[config.mk]
export PLATFORM = sky130hd
export DESIGN_NAME = coef_node_bank
export DESIGN_NICKNAME = d
export VERILOG_FILES = /design/src/rtl/coef_node_bank.sv
export SDC_FILE = /design/constraint.sdc
export NUM_CORES = 1
export LEC_CHECK = 0
export ABC_AREA = 1
export ABC_CLOCK_PERIOD_IN_PS = 1770
export CORE_ASPECT_RATIO = 1.4
export CORE_MARGIN = 2
export CORE_UTILIZATION = 40
export CTS_CLUSTER_DIAMETER = 150
export CTS_CLUSTER_SIZE = 40
export DETAILED_ROUTE_END_ITERATION = 7
export PLACE_DENSITY = 0.78
export SKIP_CTS_REPAIR_TIMING = 1
export SYNTH_ARGS = -nofsm -noshare
export SYNTH_HDL_FRONTEND = slang
export SYNTH_SLANG_ARGS = --single-unit
[constraint.sdc]
create_clock -name clk -period 1.77 [get_ports clk]
set_input_delay 0.2655 -clock clk [delete_from_list [all_inputs] [get_ports clk]]
set_output_delay 0.2655 -clock clk [all_outputs]
set_load 0.01 [all_outputs]
[src/rtl/coef_node_bank.sv]
// Per-node coefficient bank: serial load from the coefficient bus, parallel backprop update,
// and a registered serial save pass back onto the bus (1-cycle latency, no gap between passes).
module coef_node_bank #(
  parameter int NIN = 2,
  parameter int N   = 16
) (
  input  logic                 clk,
  input  logic                 rst,
  input  logic [N-1:0]         bus_in,
  input  logic                 c_we,
  input  logic                 upd_we,
  input  logic [(NIN+1)*N-1:0] upd_data,
  input  logic                 sv_en,
  input  logic                 dtb,
  output logic [(NIN+1)*N-1:0] coef,
  output logic [N-1:0]         bus_out,
  output logic                 bus_oe,
  output logic                 loaded,
  output logic                 sv_done,
  output logic                 err
);

  localparam int K  = NIN + 1;
  localparam int CW = $clog2(K + 1);
  localparam int PW = (K > 1) ? $clog2(K) : 1;

  typedef enum logic {S_IDLE, S_DRIVE} state_t;

  logic [N-1:0]  coef_q [K];
  logic [N-1:0]  coef_d [K];
  logic [CW-1:0] wr_cnt_q, wr_cnt_d;
  logic          loaded_q, loaded_d;
  logic          err_q, err_d;

  state_t        state_q;
  logic [PW-1:0] rd_ptr_q;
  logic [PW-1:0] rd_idx;
  logic [N-1:0]  rd_word;
  logic          rd_last;
  logic [N-1:0]  bus_out_q;
  logic          bus_oe_q;
  logic          sv_done_q;

  // Load has priority over a same-cycle update; the collision only counts in update mode.
  always_comb begin
    coef_d   = coef_q;
    wr_cnt_d = wr_cnt_q;
    loaded_d = loaded_q;
    err_d    = err_q;
    if (c_we) begin
      if (wr_cnt_q < CW'(K)) begin
        for (int j = 0; j < K; j++) begin
          if (wr_cnt_q == CW'(j)) coef_d[j] = bus_in;
        end
        wr_cnt_d = wr_cnt_q + CW'(1);
        loaded_d = (wr_cnt_q == CW'(K - 1));
      end else begin
        err_d = 1'b1;
      end
      if (upd_we && !dtb) err_d = 1'b1;
    end else begin
      wr_cnt_d = '0;
      if (upd_we && !dtb) begin
        for (int j = 0; j < K; j++) coef_d[j] = upd_data[j*N +: N];
      end
    end
  end

  always_ff @(posedge clk or negedge rst) begin
    if (!rst) begin
      for (int j = 0; j < K; j++) coef_q[j] <= '0;
      wr_cnt_q <= '0;
      loaded_q <= 1'b0;
      err_q    <= 1'b0;
    end else begin
      for (int j = 0; j < K; j++) coef_q[j] <= coef_d[j];
      wr_cnt_q <= wr_cnt_d;
      loaded_q <= loaded_d;
      err_q    <= err_d;
    end
  end

  // A pass starting from IDLE drives word 0 on the same edge, giving 1-cycle latency.
  always_comb begin
    rd_idx  = (state_q == S_DRIVE) ? rd_ptr_q : '0;
    rd_word = '0;
    for (int j = 0; j < K; j++) begin
      if (rd_idx == PW'(j)) rd_word = coef_q[j];
    end
    rd_last = (rd_idx == PW'(K - 1));
  end

  always_ff @(posedge clk or negedge rst) begin
    if (!rst) begin
      state_q   <= S_IDLE;
      rd_ptr_q  <= '0;
      bus_out_q <= '0;
      bus_oe_q  <= 1'b0;
      sv_done_q <= 1'b0;
    end else if (sv_en && dtb) begin
      bus_out_q <= rd_word;
      bus_oe_q  <= 1'b1;
      sv_done_q <= rd_last;
      if (rd_last) begin
        rd_ptr_q <= '0;
        state_q  <= S_IDLE;
      end else begin
        rd_ptr_q <= rd_idx + PW'(1);
        state_q  <= S_DRIVE;
      end
    end else begin
      bus_oe_q  <= 1'b0;
      sv_done_q <= 1'b0;
      rd_ptr_q  <= '0;
      state_q   <= S_IDLE;
    end
  end

  always_comb begin
    for (int j = 0; j < K; j++) coef[j*N +: N] = coef_q[j];
  end

  assign bus_out = bus_out_q;
  assign bus_oe  = bus_oe_q;
  assign loaded  = loaded_q;
  assign sv_done = sv_done_q;
  assign err     = err_q;

endmodule

==> results.ini <==
[yosys]
syn-num-nets=605
avgSynthCellArea_sq_um=7.33
synth.cell_area_sq_mm=0.00389
synth_warnings=0
netlist_instances=531
yosysSeqAreaShare_pct=47.0
yosysUniqueCellTypes=17
ys_seq_elements=73

[critical_path]
worstSetupStartpointType=flop
cp_num_buf_inv=1
slowest_delay_ns=0.57
cp.arrival_ns=1.35
critPathCaptureType=primary output
slowest_stage=clkdlybuf4s50_1
worstSetupPathType=reg -> out
path_cells=clkdlybuf4s50_1
worstPathMaxFanout=3
worst_ep_required_time_ns=1.50
critical-path-top-delay-family=buffers and inverters

[sta]
fin_crit_ns=1.62
finalHoldViolations=0
slew_viol_final=0
slew_headroom_pct=70.6
fin_skew_ns=0.00359
setup_viol_count_final=0
grt_setup_unrepaired=false
fin_crit_sh_pct=91.5
fin_setup_tns_ns=0
tightest_slew_ns=0.442
fmax_mhz=618
finalWorstSetupSlack_ns=0.151

[place]
place_ws_ns=0.0859
place_inst=764
finalWeightedCongestion=0.909
dp_hpwl_microns=9660
port_buffers=137

[floorplanning]
core-area_sq_mm=0.00946
start_util_pct=41.1
die_h_microns=121
boundaryPins=138
die_w_microns=87.3
row_count=42
dieArea_sq_mm=0.0105

[worst_hold_path]
min_path_type=in -> async

[clock_tree]
cts_made_buffers=9
cts_root_buf=clkbuf_16
clock-sinks=73
cts_buffer_depth=2
clk_latency_ns=0.34
tritoncts=built
clkTransAtPathRegs_ns=0.06
htree_levels=3

[global_route]
grt_usage_pct=24.4
antenna_found_initial=0
grt.overflow.total=0
grt_pass1_vias=3997
grt_pass1_wl_microns=19800
grt_max_degree=42

[route]
via_count=4104
drc=0
wl_microns=12500
drt_iter0_drc=344
via_per_inst=5.25
drt-pass1-iter-count=5
routedWlPerCell_microns=16.0
ant_nets=0

[layout]
n_antenna_cell=0
postLayoutCoreUtil_pct=60.2
syn_to_final_growth_pct=46.4
fillers=834
nets=740
final_common_cell=nand2_1
final_cell_mix=nand2_1 (266), clkdlybuf4s50_1 (136), dfrtp_1 (73), nand3_1 (69), nor2_1 (38)
final_cells=781
layout-drive-gt1-share_pct=6.41
multiInputGateArea_sq_mm=0.00182
ff_latch_area_sq_mm=0.00183

[run]
cap_violations=0

[status]
status=finished clean

[pwr]
peakVddDrop_uv=609
p_leak_uw=0.00292
power_density_mw_per_mm2=1190
total_power_uw=6760

-- cells in the mapped netlist, drive strengths merged --
| master | n | area, sq um |
|---|---|---|
| nor3 | 2 | 10.0 |
| inv | 12 | 47.6 |
| o21ai | 3 | 15.0 |
| buf | 30 | 191 |
| nand3b | 1 | 7.51 |
| nand4 | 22 | 138 |
| nand2 | 276 | 1100 |
| nor2 | 39 | 163 |
| ha | 4 | 50.1 |
| dfrtp | 73 | 1830 |
| nand3 | 69 | 345 |
-- area by class of cell --
cell class / count / area share, %
clock buffers: 14 / 4.81
clock inverters: 2 / 0.615
inverters: 12 / 0.835
multi-input cells: 416 / 32.0
flip-flops and latches: 73 / 32.1
well taps: 110 / 2.42
repair buffers: 154 / 27.2
-- metal layers --
metal	part of all wire, %	GRT usage, %	vias up
met1	38	29.1	1900
li1	-	-	1964
met5	0	0	-
met2	51	39.7	199
met4	3.9	11.7	0
met3	7.3	6.89	41
-- final timing paths --
kind,end,slack [ns],startpoint,depth (start not counted)
hold / removal,coef[15],0.42,rst,2
setup / recovery,coef[0],0.15,coef[0],1
setup reg to reg,bus_out[10],0.22,state_q,6
min in group clk,err,0.48,err,1
max in group asynchronous,bus_out[6],0.79,rst,3
hold reg to reg,err,0.48,err,1
-- state kept, by name, summed over array words and instances, names as in the netlist --
register,flops
coef,48
bus_out,16
rd_ptr_q,2
wr_cnt_q,2
bus_oe,1
err,1
loaded,1
state_q,1
sv_done,1
-- power breakdown --
group          total (uW)  switching, uW  internal (uW)
Combinational        2280           1020           1250
Sequential           2620            500           2120
Clock                1870            664           1200
-- logic make-up after synthesis --
family	count (synthesis)	synth area share [%]
DFF	73	47.0
AOI/OAI and AO/OA	3	0.386
and+or+nand+nor	409	45.2
buffers and inverters	42	6.14
adders and majority gates	4	1.29
-- through the flow --
stage / area [sq um] / hold slack [ns]
2_1_floorplan: 3890 / -0.0301
5_1_grt: 5690 / 0.476
3_5_place_dp: 5380 / 0.243
3_3_place_gp: 5380 / 0.239
4_1_cts: 5680 / -0.108
6_report: 5690 / 0.416
Note: power is estimated with default switching activity, not from simulation.
